===== src/rtl/mag_pkg.sv =====
// rtl/mag_pkg.sv - shared types and helpers for the SAR magnitude search
package mag_pkg;

    // Search controller states
    typedef enum logic [1:0] {
        IDLE = 2'd0,
        SRCH = 2'd1,
        DONE = 2'd2
    } mag_sar_state_t;

    // Widest searched value the trial-mask helper can produce
    localparam int MAG_MAX_WIDTH = 64;

    // One-hot mask with only bit idx set; callers truncate to their width
    function automatic logic [MAG_MAX_WIDTH-1:0] trial_mask(input int unsigned idx);
        logic [MAG_MAX_WIDTH-1:0] one;
        one = {{(MAG_MAX_WIDTH-1){1'b0}}, 1'b1};
        return one << idx;
    endfunction

endpackage


===== src/rtl/mag_cmp_base.sv =====
// rtl/mag_cmp_base.sv - combinational unsigned magnitude comparator
module mag_cmp_base #(
    parameter int WIDTH          = 32,
    parameter int IMPLEMENTATION = 0
) (
    input  logic [WIDTH-1:0] val,
    input  logic [WIDTH-1:0] rfr,
    output logic             grt,
    output logic             lst
);

    generate
        if (IMPLEMENTATION == 0) begin : g_direct
            assign grt = (val > rfr);
            assign lst = (val < rfr);
        end else begin : g_subtract
            // Borrow of val - rfr flags val < rfr; a non-zero difference without borrow flags val > rfr
            logic [WIDTH:0] w_diff;
            assign w_diff = {1'b0, val} - {1'b0, rfr};
            assign lst    = w_diff[WIDTH];
            assign grt    = !w_diff[WIDTH] && (|w_diff[WIDTH-1:0]);
        end
    endgenerate

endmodule


===== src/rtl/mag_sar_top.sv =====
// rtl/mag_sar_top.sv - search core closed around the base comparator
module mag_sar_top #(
    parameter int WIDTH = 32
) (
    input  logic             clk,
    input  logic             rst_n,
    input  logic [WIDTH-1:0] val,
    input  logic             req_vld,
    output logic             req_rdy,
    output logic [WIDTH-1:0] rfr,
    output logic             rsp_vld,
    input  logic             rsp_rdy,
    output logic [WIDTH-1:0] rsp_val
);

    logic [WIDTH-1:0] w_rfr;
    logic             w_grt;
    logic             w_lst;

    mag_sar_search #(.WIDTH(WIDTH)) u_search (
        .clk     (clk),
        .rst_n   (rst_n),
        .req_vld (req_vld),
        .req_rdy (req_rdy),
        .rfr     (w_rfr),
        .grt     (w_grt),
        .lst     (w_lst),
        .rsp_vld (rsp_vld),
        .rsp_rdy (rsp_rdy),
        .rsp_val (rsp_val)
    );

    mag_cmp_base #(.WIDTH(WIDTH), .IMPLEMENTATION(0)) u_cmp (
        .val (val),
        .rfr (w_rfr),
        .grt (w_grt),
        .lst (w_lst)
    );

    assign rfr = w_rfr;

endmodule


===== src/rtl/mag_sar_search.sv =====
// rtl/mag_sar_search.sv - MSB-first successive-approximation search core (option: MAG_SAR_SEARCH_EARLY_EXIT_EN)
module mag_sar_search
    import mag_pkg::*;
#(
    parameter int WIDTH = 32
) (
    input  logic             clk,
    input  logic             rst_n,
    input  logic             req_vld,
    output logic             req_rdy,
    output logic [WIDTH-1:0] rfr,
    input  logic             grt,
    input  logic             lst,
    output logic             rsp_vld,
    input  logic             rsp_rdy,
    output logic [WIDTH-1:0] rsp_val
);

    localparam int              IDXW    = (WIDTH > 1) ? $clog2(WIDTH) : 1;
    localparam logic [IDXW-1:0] IDX_TOP = IDXW'(WIDTH - 1);

    mag_sar_state_t   r_state;
    logic [WIDTH-1:0] r_acc;
    logic [IDXW-1:0]  r_idx;
    logic [WIDTH-1:0] r_rfr;
    logic [WIDTH-1:0] r_rsp_val;
    logic             r_rsp_vld;
    logic             r_req_rdy;

    logic [WIDTH-1:0] w_acc_new;
    logic [IDXW-1:0]  w_idx_dec;
    logic [WIDTH-1:0] w_next_mask;
    logic [WIDTH-1:0] w_top_mask;

    // The current trial is acc with the bit under test set, so keeping the bit means taking rfr
    assign w_acc_new   = lst ? r_acc : r_rfr;
    assign w_idx_dec   = r_idx - IDXW'(1);
    assign w_next_mask = WIDTH'(trial_mask(32'(w_idx_dec)));
    assign w_top_mask  = WIDTH'(trial_mask(32'(IDX_TOP)));

`ifndef MAG_SAR_SEARCH_EARLY_EXIT_EN
    // Without early exit equality simply keeps the bit, so grt carries no extra information
    logic w_unused_grt;
    assign w_unused_grt = grt;
`endif

    // Search controller: accept, resolve one bit per cycle, hold the result until taken
    always_ff @(posedge clk or negedge rst_n) begin
        if (!rst_n) begin
            r_state   <= IDLE;
            r_acc     <= '0;
            r_idx     <= '0;
            r_rfr     <= '0;
            r_rsp_val <= '0;
            r_rsp_vld <= 1'b0;
            r_req_rdy <= 1'b1;
        end else begin
            case (r_state)
                IDLE: begin
                    if (req_vld && r_req_rdy) begin
                        r_state   <= SRCH;
                        r_req_rdy <= 1'b0;
                        r_acc     <= '0;
                        r_idx     <= IDX_TOP;
                        r_rfr     <= w_top_mask;
                    end
                end
                SRCH: begin
`ifdef MAG_SAR_SEARCH_EARLY_EXIT_EN
                    if (!grt && !lst) begin
                        r_state   <= DONE;
                        r_rsp_val <= r_rfr;
                        r_rsp_vld <= 1'b1;
                    end else
`endif
                    if (r_idx != '0) begin
                        r_acc <= w_acc_new;
                        r_idx <= w_idx_dec;
                        r_rfr <= w_acc_new | w_next_mask;
                    end else begin
                        r_acc     <= w_acc_new;
                        r_state   <= DONE;
                        r_rsp_val <= w_acc_new;
                        r_rsp_vld <= 1'b1;
                    end
                end
                DONE: begin
                    if (rsp_rdy) begin
                        r_state   <= IDLE;
                        r_rsp_vld <= 1'b0;
                        r_req_rdy <= 1'b1;
                        r_rfr     <= '0;
                    end
                end
                default: begin
                    r_state   <= IDLE;
                    r_rsp_vld <= 1'b0;
                    r_req_rdy <= 1'b1;
                    r_rfr     <= '0;
                end
            endcase
        end
    end

    assign req_rdy = r_req_rdy;
    assign rfr     = r_rfr;
    assign rsp_vld = r_rsp_vld;
    assign rsp_val = r_rsp_val;

endmodule


===== config.mk =====
export PLATFORM = sky130hd
export DESIGN_NAME = mag_sar_top
export DESIGN_NICKNAME = d
export VERILOG_FILES = /design/src/rtl/mag_pkg.sv /design/src/rtl/mag_cmp_base.sv /design/src/rtl/mag_sar_top.sv /design/src/rtl/mag_sar_search.sv
export SDC_FILE = /design/constraint.sdc
export NUM_CORES = 1
export LEC_CHECK = 0
export ABC_AREA = 0
export CAP_MARGIN = 20
export CORE_ASPECT_RATIO = 1.25
export CORE_MARGIN = 1.5
export CORE_UTILIZATION = 45
export CTS_BUF_LIST = sky130_fd_sc_hd__clkbuf_8 sky130_fd_sc_hd__clkbuf_16
export DETAILED_ROUTE_END_ITERATION = 10
export GPL_TIMING_DRIVEN = 0
export HOLD_SLACK_MARGIN = 0.08
export MAX_ROUTING_LAYER = met4
export PLACE_DENSITY = 0.7
export SYNTH_ARGS = -nofsm -noshare
export SYNTH_HDL_FRONTEND = slang
export SYNTH_HIERARCHICAL = 1
export SYNTH_SLANG_ARGS = --single-unit

===== constraint.sdc =====
create_clock -name clk -period 7.14 [get_ports clk]
set_input_delay 1.428 -clock clk [delete_from_list [all_inputs] [get_ports clk]]
set_output_delay 1.428 -clock clk [all_outputs]
set_load 0.05 [all_outputs]

==> run metrics <==
Fillers=1,059; final worst path period share=0.641; Ys Warns=6; Mapped Nets=610; fmax=219 MHz; Final TNS setup=0 ns; CP required=approximately 7.4 ns; largest net degree at the start of global routing=70; wirelength, routed=15.2 mm; PortBufs=101; reg2reg end=u_search/rfr[3]; ANT cells=0; drt initial violations=318; core area=11,700 um2; layout cells sized above 1=0.0688; worst skew pair latency=around 0.34 ns; most frequent cells in the layout=dfrtp_1 (104), clkdlybuf4s50_1 (100), nand2_1 (89), o21ai_0 (60), inv_1 (39); Leak Pwr=3.08 nW; die height=126 um; worst reg2reg path startpoint=u_search/rfr[7]; endpoints failing hold=0; Syn Area/Cell=10.1 um2; crit-path max FO=10; worst setup path end=u_search/rfr[3]; CP Launch Type=input pin; CTS Buf Count=9; CTS Hold Buffers Added=0; Pins Over Slew Limit=0; Rel. slew slack=0.330; area added between synthesis and finish=28.1%; Worst Setup End Kind=register; Net Switching=approximately 0.83 mW; skew final=0.00603 ns; # IOs=about 100; clock root cell=clkbuf_16; most common cell after layout, fill and taps aside=dfrtp_1; gr usage total=0.254; Combinational Power Share=0.407; grt total ovfl=0; iteration count of the initial detailed-routing pass=5; placed cells=~800; Sw Share=0.411; Vias=between 4,000 and 5,000; critical path class=in2reg; Worst EP arrival=~4.8 ns; Final Total Pwr=2.03 mW; Hold Path Class=reg2reg; clock buffer depth=2; vias per std cell=5.74; dpl cell area=6670 um2; post-CTS setup buffers=0; Fin Hold WS=0.481 ns; Setup violations, final=0; Starting Density=0.465; flop-to-flop setup slack=3.52 ns; peak supply drop=0.000149 V; clock tree from TritonCTS=built; total die area=approximately 13,000 um2; pwr/cell area=292 nW/um2; first-pass GRT wire length=24.3 mm; RePlAce Congestion=~0.89; worst r2r path cells=12; clock slew at reported path FFs=~0.070 ns; crit path from=val[7]; vias in the first global route=about 4,700; Die Wd=101 um; layout net count=723; Max-Cap Viols=0; Antenna Violating Nets Remaining=0; Routed WL per cell=18.6 um; antenna violations before repair=0; # rows=44; fin crit period=4.58 ns; DRC Markers=0; final instance area=6960 um2; Post-CTS Resized=0; status=completed; P_int=1.19 mW; Reg power frac=0.358; Mapped Area=between 5000 and 6000 um2; final std cells w/o fill=815; Least-Margin Pin Slew=0.994 ns; post-detail-place hpwl=11.3 mm; synthesized instance count=between 500 and 600; H-tree Lvls=3; RSZ-0062 raised after global routing=false; clock share of power=0.235; clock sink count=roughly 110
power groups by stage:
stage	sequential, mW	combinational, mW	clock (mW)
after global routing	0.737	0.885	0.512
final	0.726	0.825	0.477
after global placement	0.734	0.805	0
after CTS	0.725	0.824	0.485
after detailed placement	0.736	0.820	0
after floorplan	0.800	0.475	0
routing by layer:
layer / vias to the layer above / track usage / routed length [um]
met1: 2321 / 0.341 / 6700
met2: 191 / 0.404 / 7430
met3: 20 / 0.0305 / 817
met5: - / - / 0
met4: 0 / 0.0768 / 238
li1: 2145 / - / -
registers in the layout, indices dropped and copies added (netlist names):
name / count
u_search/rsp_vld: 1
u_search/req_rdy: 1
u_search/rfr: 32
u_search/rsp_val: 32
u_search/r_acc: 32
u_search/r_idx: 5
u_search/r_state: 2
stage by stage:
stage	util	worst slack (ns)
3_5_place_dp	0.571	2.27
5_1_grt	0.596	2.35
3_3_place_gp	0.569	0.778
4_1_cts	0.596	2.61
2_1_floorplan	-	3.28
6_report	0.596	2.56
worst min path at each step:
stage	startpoint	slack, ns	to	cells after the start
finish	u_search/r_acc[9]	0.48	u_search/r_acc[9]	2
global route	u_search/r_acc[11]	0.50	u_search/r_acc[11]	2
CTS	u_search/rsp_val[16]	0.49	u_search/rsp_val[16]	2
detailed placement	u_search/rsp_val[16]	0.47	u_search/rsp_val[16]	2
global placement	u_search/rsp_vld	0.46	u_search/rsp_vld	2
floorplan	u_search/r_acc[0]	0.45	u_search/r_acc[0]	2
layout make-up:
cell class                 instances  area, um2  area share
multi-input combinational        365       2510       0.361
buffer                            27        145      0.0209
tap                              161        201      0.0290
inverter                          39        146      0.0210
sequential                       105       2630       0.378
clock buffer                      10        239      0.0344
clock inverter                     6       50.0     0.00719
timing repair buffer             102       1040       0.149
worst max-delay path, stage by stage:
cell	delay, ns
clkdlybuf4s50_1	0.40
ha_1	0.33
a21oi_1	0.15
o21ai_1	0.11
a221o_1	0.33
o31ai_1	0.34
and2_1	0.18
clkbuf_1	0.40
buf_2	0.44
mux2i_1	0.35
nor2_1	0.07
a221o_1	0.27
No activity file was read; power rests on OpenSTA's default activity.
